**src/rtl/ex_mem_pipe_pkg.sv**
```systemverilog
// Shared constants and stall-state encoding for the EX/MEM pipeline register.
package ex_mem_pipe_pkg;

    localparam int DATA_W_DEF  = 32;
    localparam int RADDR_W_DEF = 5;
    localparam int OP_W_DEF    = 8;
    localparam int CNT_W_DEF   = 2;

    localparam logic                   RstEnable    = 1'b1;
    localparam logic                   WriteDisable = 1'b0;
    localparam logic [DATA_W_DEF-1:0]  ZeroWord     = '0;
    localparam logic [RADDR_W_DEF-1:0] NOPRegAddr   = '0;
    localparam logic [OP_W_DEF-1:0]    EXE_NOP_OP   = '0;

    typedef enum logic [1:0] {
        ADVANCE = 2'd0,
        BUBBLE  = 2'd1,
        HOLD    = 2'd2,
        FLUSH   = 2'd3
    } stall_st_t;

endpackage

```
**src/rtl/ex_mem_pipe_ctl_decode.sv**
```systemverilog
// Combinational priority decode of reset/flush/stall into one pipeline action.
module ex_mem_pipe_ctl_decode
    import ex_mem_pipe_pkg::*;
(
    input  logic      rst,
    input  logic      flush,
    input  logic      stall_ex,
    input  logic      stall_mem,
    output stall_st_t st
);

    // stall_mem without stall_ex cannot come from ctrl; folding it into HOLD keeps state safe.
    always_comb begin
        st = ADVANCE;
        if (rst == RstEnable || flush)
            st = FLUSH;
        else if (stall_mem)
            st = HOLD;
        else if (stall_ex)
            st = BUBBLE;
    end

endmodule

```
**src/rtl/ex_mem_pipe.sv**
```systemverilog
// EX/MEM pipeline register with flush/hold/bubble control and multi-cycle feedback to EX.
// One cycle ex_* to mem_*; bubbles carry no architectural writes.
module ex_mem_pipe
    import ex_mem_pipe_pkg::*;
#(
    parameter int DATA_W  = DATA_W_DEF,
    parameter int RADDR_W = RADDR_W_DEF,
    parameter int OP_W    = OP_W_DEF,
    parameter int CNT_W   = CNT_W_DEF
) (
    input  logic                clk,
    input  logic                rst,
    input  logic                stall_ex,
    input  logic                stall_mem,
    input  logic                flush,
    input  logic [RADDR_W-1:0]  ex_waddr,
    input  logic                ex_we,
    input  logic [DATA_W-1:0]   ex_wdata,
    input  logic                ex_whilo,
    input  logic [DATA_W-1:0]   ex_hi,
    input  logic [DATA_W-1:0]   ex_lo,
    input  logic [OP_W-1:0]     ex_aluop,
    input  logic [DATA_W-1:0]   ex_mem_addr,
    input  logic [DATA_W-1:0]   ex_mem_sdata,
    input  logic [2*DATA_W-1:0] ex_hilo_temp,
    input  logic [CNT_W-1:0]    ex_cnt,
    output logic [RADDR_W-1:0]  mem_waddr,
    output logic                mem_we,
    output logic [DATA_W-1:0]   mem_wdata,
    output logic                mem_whilo,
    output logic [DATA_W-1:0]   mem_hi,
    output logic [DATA_W-1:0]   mem_lo,
    output logic [OP_W-1:0]     mem_aluop,
    output logic [DATA_W-1:0]   mem_mem_addr,
    output logic [DATA_W-1:0]   mem_mem_sdata,
    output logic                mem_valid,
    output logic [2*DATA_W-1:0] hilo_temp_fb,
    output logic [CNT_W-1:0]    cnt_fb
);

    stall_st_t st;

    ex_mem_pipe_ctl_decode u_decode (
        .rst       (rst),
        .flush     (flush),
        .stall_ex  (stall_ex),
        .stall_mem (stall_mem),
        .st        (st)
    );

    always_ff @(posedge clk) begin
        case (st)
            FLUSH: begin
                mem_waddr     <= RADDR_W'(NOPRegAddr);
                mem_we        <= WriteDisable;
                mem_wdata     <= DATA_W'(ZeroWord);
                mem_whilo     <= WriteDisable;
                mem_hi        <= DATA_W'(ZeroWord);
                mem_lo        <= DATA_W'(ZeroWord);
                mem_aluop     <= OP_W'(EXE_NOP_OP);
                mem_mem_addr  <= DATA_W'(ZeroWord);
                mem_mem_sdata <= DATA_W'(ZeroWord);
                mem_valid     <= 1'b0;
                hilo_temp_fb  <= '0;
                cnt_fb        <= '0;
            end
            // MEM sees a NOP while EX's partial accumulate is parked in the feedback regs.
            BUBBLE: begin
                mem_waddr     <= RADDR_W'(NOPRegAddr);
                mem_we        <= WriteDisable;
                mem_wdata     <= DATA_W'(ZeroWord);
                mem_whilo     <= WriteDisable;
                mem_hi        <= DATA_W'(ZeroWord);
                mem_lo        <= DATA_W'(ZeroWord);
                mem_aluop     <= OP_W'(EXE_NOP_OP);
                mem_mem_addr  <= DATA_W'(ZeroWord);
                mem_mem_sdata <= DATA_W'(ZeroWord);
                mem_valid     <= 1'b0;
                hilo_temp_fb  <= ex_hilo_temp;
                cnt_fb        <= ex_cnt;
            end
            ADVANCE: begin
                mem_waddr     <= ex_waddr;
                mem_we        <= ex_we;
                mem_wdata     <= ex_wdata;
                mem_whilo     <= ex_whilo;
                mem_hi        <= ex_hi;
                mem_lo        <= ex_lo;
                mem_aluop     <= ex_aluop;
                mem_mem_addr  <= ex_mem_addr;
                mem_mem_sdata <= ex_mem_sdata;
                mem_valid     <= 1'b1;
                hilo_temp_fb  <= '0;
                cnt_fb        <= '0;
            end
            default: ;
        endcase
    end

endmodule

```
**config.mk**
```make
export PLATFORM = sky130hd
export DESIGN_NAME = ex_mem_pipe
export DESIGN_NICKNAME = d
export VERILOG_FILES = /design/src/rtl/ex_mem_pipe_pkg.sv /design/src/rtl/ex_mem_pipe_ctl_decode.sv /design/src/rtl/ex_mem_pipe.sv
export SDC_FILE = /design/constraint.sdc
export NUM_CORES = 1
export LEC_CHECK = 0
export CORE_AREA = 5 5 187 189
export CTS_CLUSTER_DIAMETER = 150
export DETAILED_ROUTE_END_ITERATION = 6
export DIE_AREA = 0 0 192 194
export SETUP_SLACK_MARGIN = 0.05
export SLEW_MARGIN = 10
export SYNTH_ARGS = -nofsm -noshare
export SYNTH_HDL_FRONTEND = slang
export SYNTH_SLANG_ARGS = --single-unit
```
**constraint.sdc**
```tcl
create_clock -name clk -period 15.3 [get_ports clk]
set_input_delay 3.06 -clock clk [delete_from_list [all_inputs] [get_ports clk]]
set_output_delay 3.06 -clock clk [all_outputs]
set_load 0.01 [all_outputs]
```
==> qor.yml, run 1 <==
yosys:
  yosysUniqueCellTypes: 12
  synth.avg_cell_area_sq_um: 17.51
  yosysWarnings: 0
  syn_inst: 517
  synth_flop_cell: "edfxtp_1"
  post-synth-top-count-cell: "edfxtp_1"
  synth_edf_count: 242
  ys_seq_elements: 242
  yosys.area.top_type_share_pct: 80.29
  synthesis.nets: 766
  async_reset_ff_share_pct: 0
  synthTopCellsByCount: "242 x edfxtp_1, 175 x and2_1, 62 x nor2b_1, 11 x buf_6, 6 x buf_4"
  synth_area_leader_cell: "edfxtp_1"
  yosysSeqAreaShare_pct: 80.29
  synth_area_sq_mm: 0.009051
  ys_top_cells_by_area: "edfxtp_1 80%, and2_1 12%, nor2b_1 4.3%"
floorplanning:
  die_h_um: 194
  core-area_sq_mm: 0.03311
  num_rows: 67
  ios: 488
  chipWidth_um: 192
  die_area_sq_mm: 0.03725
  initial_core_util_pct: 27.33
timing:
  slew_viol_final: 0
  tns_ns: 0
  period_minus_slack_ns: 5.450
  finalHoldViolations: 0
  max_freq_ghz: 0.1835
  rsz0062_at_grt: "false"
  period_share_pct: 35.62
  slew_headroom_pct: 29.91
  worst_pin_slew_ns: 1.051
  setup_viol: 0
min_path:
  worst_hold_path.endpoint: "mem_lo[2]"
  min_path_type: "primary input to flip-flop"
  min_delay_path_depth: 2
  min_from: "ex_lo[2]"
clocking:
  cts_resized: 0
  post_cts_buffers: 0
  tritoncts: "yes"
  clkSlewWorstSetupHoldPaths_ns: 0.05
  cts_root_buffer: "clkbuf_16"
  cts.sinks: 242
  postCtsHoldBufs: 0
  cts_buffers: 28
  ctsHtreeMaxLevel: 1
  clk_path_buf_depth: 3
finish:
  nNetsFinal: 1261
  fillers: 2961
  drive_gt1_share_pct: 4.377
  syn_to_final_growth_pct: 68.05
global_route:
  grt_pass1_wl_um: 39030
  grtUsageTotal_pct: 13.72
  grt_overflow_total: 0
  grt_start_max_net_pins: 120
  grt_pass1_vias: 6327
  antenna_found_initial: 5
detailed_routing:
  vias: 5909
  drcViolationCount: 0
  routed_wirelength_um: 27290
  avgViaCountPerCell: 4.001
  drt_iter0_markers: 279
  antenna_left: 0
  wl_per_cell_um: 18.47
  first_pass_iters: 4
setup_path:
  crit_type: "primary input to flip-flop"
  required_ns: 15.69
  startpoint_type: "primary input"
  crit_path_end_kind: "flip-flop"
  critPathArrivalTime_ns: 5.84
  cp-startpoint: "stall_mem"
  crit_path_max_fanout: 119
pwr:
  max-vdd-ir-drop_mv: 0.08107
  p_per_area_mw_per_mm2: 108.6
  p_leak_uw: 0.005724
  total_power_uw: 1652
placement:
  place_hpwl_um: 20390
  port_buffers: 487
  gp_congestion: 0.7557
status:
  status: "completed"
job:
  cap_viol_max_count: 0
critical path, stage by stage:
cell and delay [ns]:
clkdlybuf4s50_1 0.47, inv_1 0.04, a211oi_1 0.56, ha_4 0.56
buf_4 0.77, and2_1 0.25
layout by cell type (no fill, tap or decap):
master and n:
a211oi_1 1, and2_1 175, and2b_1 4, buf_4 4
bufinv_16 3, clkbuf_1 3, clkbuf_16 29, clkdlybuf4s50_1 487
clkinv_1 5, clkinv_2 5, clkinvlp_4 1, diode_2 1
edfxtp_1 242, ha_1 1, ha_2 1, ha_4 1
inv_1 2, inv_8 1, nor2b_1 62, or3_1 1
through the flow:
step | area (sq um) | util [%] | hold slack, ns | cells | setup slack [ns]
final | 15210 | 45.94 | 3.185 | 1477 | 9.850
after CTS | 15210 | 45.93 | 3.147 | 1476 | 9.800
after global routing | 15210 | 45.94 | 3.161 | 1477 | 9.552
after detailed placement | 14330 | 43.28 | 3.724 | 1430 | 9.244
after global placement | 14330 | 43.28 | 3.720 | 1430 | 9.333
after floorplan | 9051 | - | 3.258 | 517 | 6.415
routing by layer:
layer,global-route usage (%),wire length [um]
met1,13.98,9209
met2,24.00,13380
met3,7.598,3852
met4,4.094,786
met5,0,54
power by group:
group	total (uW)	internal, uW	switching, uW
clock network	645	390	255
logic	215	136	79.4
registers	792	778	13.6
total	1650	1300	348
registers in the layout (all words and copies together) (netlist names):
| signal | count |
|---|---|
| cnt_fb | 2 |
| hilo_temp_fb | 64 |
| mem_aluop | 8 |
| mem_hi | 32 |
| mem_lo | 32 |
| mem_mem_addr | 32 |
| mem_mem_sdata | 32 |
| mem_valid | 1 |
| mem_waddr | 5 |
| mem_wdata | 32 |
| mem_we | 1 |
| mem_whilo | 1 |
how the worst max path moves through the flow:
stage | end | slack, ns | depth (start not counted)
after floorplan | cnt_fb[0] | 6.41 | 3
after global placement | mem_waddr[0] | 9.33 | 6
after detailed placement | mem_lo[26] | 9.24 | 6
after CTS | mem_hi[8] | 9.80 | 6
after global routing | mem_lo[22] | 9.55 | 6
final | mem_lo[26] | 9.85 | 6
final cells by class:
cell class / instances / area, sq um / area share (%)
Antenna cell: 1 / 2.502 / 0.01645
Clock buffer: 32 / 737.0 / 4.845
Clock inverter: 14 / 141.4 / 0.9295
Inverter: 3 / 18.77 / 0.1234
Multi-Input combinational cell: 246 / 1579 / 10.38
Sequential cell: 242 / 7267 / 47.78
Tap cell: 448 / 560.5 / 3.685
Timing Repair Buffer: 491 / 4905 / 32.24
kinds of logic after synthesis:
family	synth area share, %
adder cells (fa/ha/maj)	0.4148
flip-flops	80.29
buffers and inverters	2.433
AO/OA/AOI/OAI	0.08297
AND/OR/NAND/NOR	16.78
Power figures use the tool's default switching activity.
==> inputs of run 2 (changes only) <==
==> constraint.sdc (replaced) <==
create_clock -name clk -period 4.65 [get_ports clk]
set_input_delay 0.93 -clock clk [delete_from_list [all_inputs] [get_ports clk]]
set_output_delay 0.93 -clock clk [all_outputs]
set_load 0.01 [all_outputs]
==> qor.yml, run 2 (synthesis results as in run 1) <==
finish:
  layout_common_cells: "487 x clkdlybuf4s50_1, 242 x edfxtp_1, 175 x and2_1"
  multi_input_area_sq_mm: 0.001592
  syn_to_final_growth_pct: 69.27
  final_area_sq_mm: 0.01532
  drive_gt1_share_pct: 4.831
  largest_reg_flops: 64
  fillers: 2909
  final_common_cell: "clkdlybuf4s50_1"
  nNetsFinal: 1265
  utilization_pct: 46.27
  regArea_sq_mm: 0.007267
  top_register: "hilo_temp_fb"
setup_path:
  critPathArrivalTime_ns: 3.15
  crit_type: "primary input to flip-flop"
  startpoint_type: "primary input"
  crit_path_max_fanout: 49
  crit_path_end_kind: "flip-flop"
  required_ns: 4.93
timing:
  slew_headroom_pct: 43.03
  slew_viol_final: 0
  finalHoldViolations: 0
  rsz0062_at_grt: "false"
  period_minus_slack_ns: 2.876
  tns_ns: 0
  setup_viol: 0
  period_share_pct: 61.84
  max_freq_ghz: 0.3477
  worst_pin_slew_ns: 0.8545
  worst_slack_ns: 1.774
clocking:
  cts_buffers: 27
  cts_root_buffer: "clkbuf_16"
  postCtsHoldBufs: 0
  cts.sinks: 242
  clk_path_buf_depth: 3
  cts_resized: 0
  post_cts_buffers: 0
  tritoncts: "yes"
  ctsHtreeMaxLevel: 1
  clkSlewWorstSetupHoldPaths_ns: 0.06
pwr:
  p_switching_uw: 1147
  p_per_area_mw_per_mm2: 355.3
  seq_power_share_pct: 47.8
  p_int_uw: 4297
  clockPowerShare_pct: 39.0
  switching_share_pct: 21.06
  p_leak_uw: 0.005762
  combPwrFrac_pct: 13.2
  max-vdd-ir-drop_mv: 0.2923
job:
  cap_viol_max_count: 0
global_route:
  grt_pass1_wl_um: 39160
  antenna_found_initial: 3
  grt_start_max_net_pins: 94
  grtUsageTotal_pct: 13.72
  grt_overflow_total: 0
  grt_pass1_vias: 6238
placement:
  place_hpwl_um: 20750
  gp_congestion: 0.7811
  port_buffers: 487
  place_area_sq_mm: 0.01444
  pre_cts_ws_ns: 1.194
detailed_routing:
  routed_wirelength_um: 27220
  drcViolationCount: 0
  avgViaCountPerCell: 3.968
  wl_per_cell_um: 18.32
  drt_iter0_markers: 146
  first_pass_iters: 4
  vias: 5896
  antenna_left: 0
floorplanning:
  initial_core_util_pct: 27.33
  ios: 488
  core-area_sq_mm: 0.03311
  chipWidth_um: 192
  num_rows: 67
  die_area_sq_mm: 0.03725
  die_h_um: 194
min_path:
  min_path_type: "primary input to flip-flop"
status:
  status: "completed"
[run 2: changes by cell type in the layout (fill, tap and decap cells not counted), moves of 2 or more]
cell / delta
diode_2: +2
clkinv_2: -2
clkbuf_1: +3
buf_12: +5
clkbuf_16: -2
[run 2: per-stage QoR]
step	std cells	hold slack (ns)	power, uW
after floorplan	517	1.128	2826
after global placement	1435	1.590	3374
after detailed placement	1435	1.593	3379
after CTS	1483	1.020	5530
after global routing	1485	1.029	5669
final	1486	1.057	5443
[run 2: power groups by stage]
stage	sequential, uW	clock [uW]	combinational [uW]
floorplan	2740	0	81.4
global placement	2640	0	730
detailed placement	2650	0	730
CTS	2600	2190	734
global route	2620	2290	760
finish	2600	2120	719
[run 2: per-layer routing]
layer / track usage (%) / part of all wire [%] / vias to the layer above
met5: 0 / 0.073 / -
met4: 4.411 / 2.8 / 2
met3: 6.590 / 13 / 51
met2: 23.57 / 48 / 334
met1: 14.89 / 36 / 2707
li1: - / - / 2802
[run 2: path summary, 6_finish.rpt]
path / from / to / slack [ns] / cells past startpoint
setup / recovery: rst / hilo_temp_fb[34] / 1.77 / 5
hold / removal: ex_wdata[27] / mem_wdata[27] / 1.06 / 2
[run 2: area by class of cell]
class / instances / area share, %
sequential: 242 / 47.43
tap: 448 / 3.659
clock inverter: 15 / 1.151
antenna: 3 / 0.04900
inverter: 3 / 0.09800
timing repair buffer: 496 / 32.67
clock buffer: 33 / 4.557
multi-input combinational: 246 / 10.39
[run 2: critical path, cell delays in order]
cell and delay [ns]:
clkdlybuf4s50_1 0.48, or3_1 0.36, ha_2 0.91, buf_4 0.37
nor2b_1 0.08
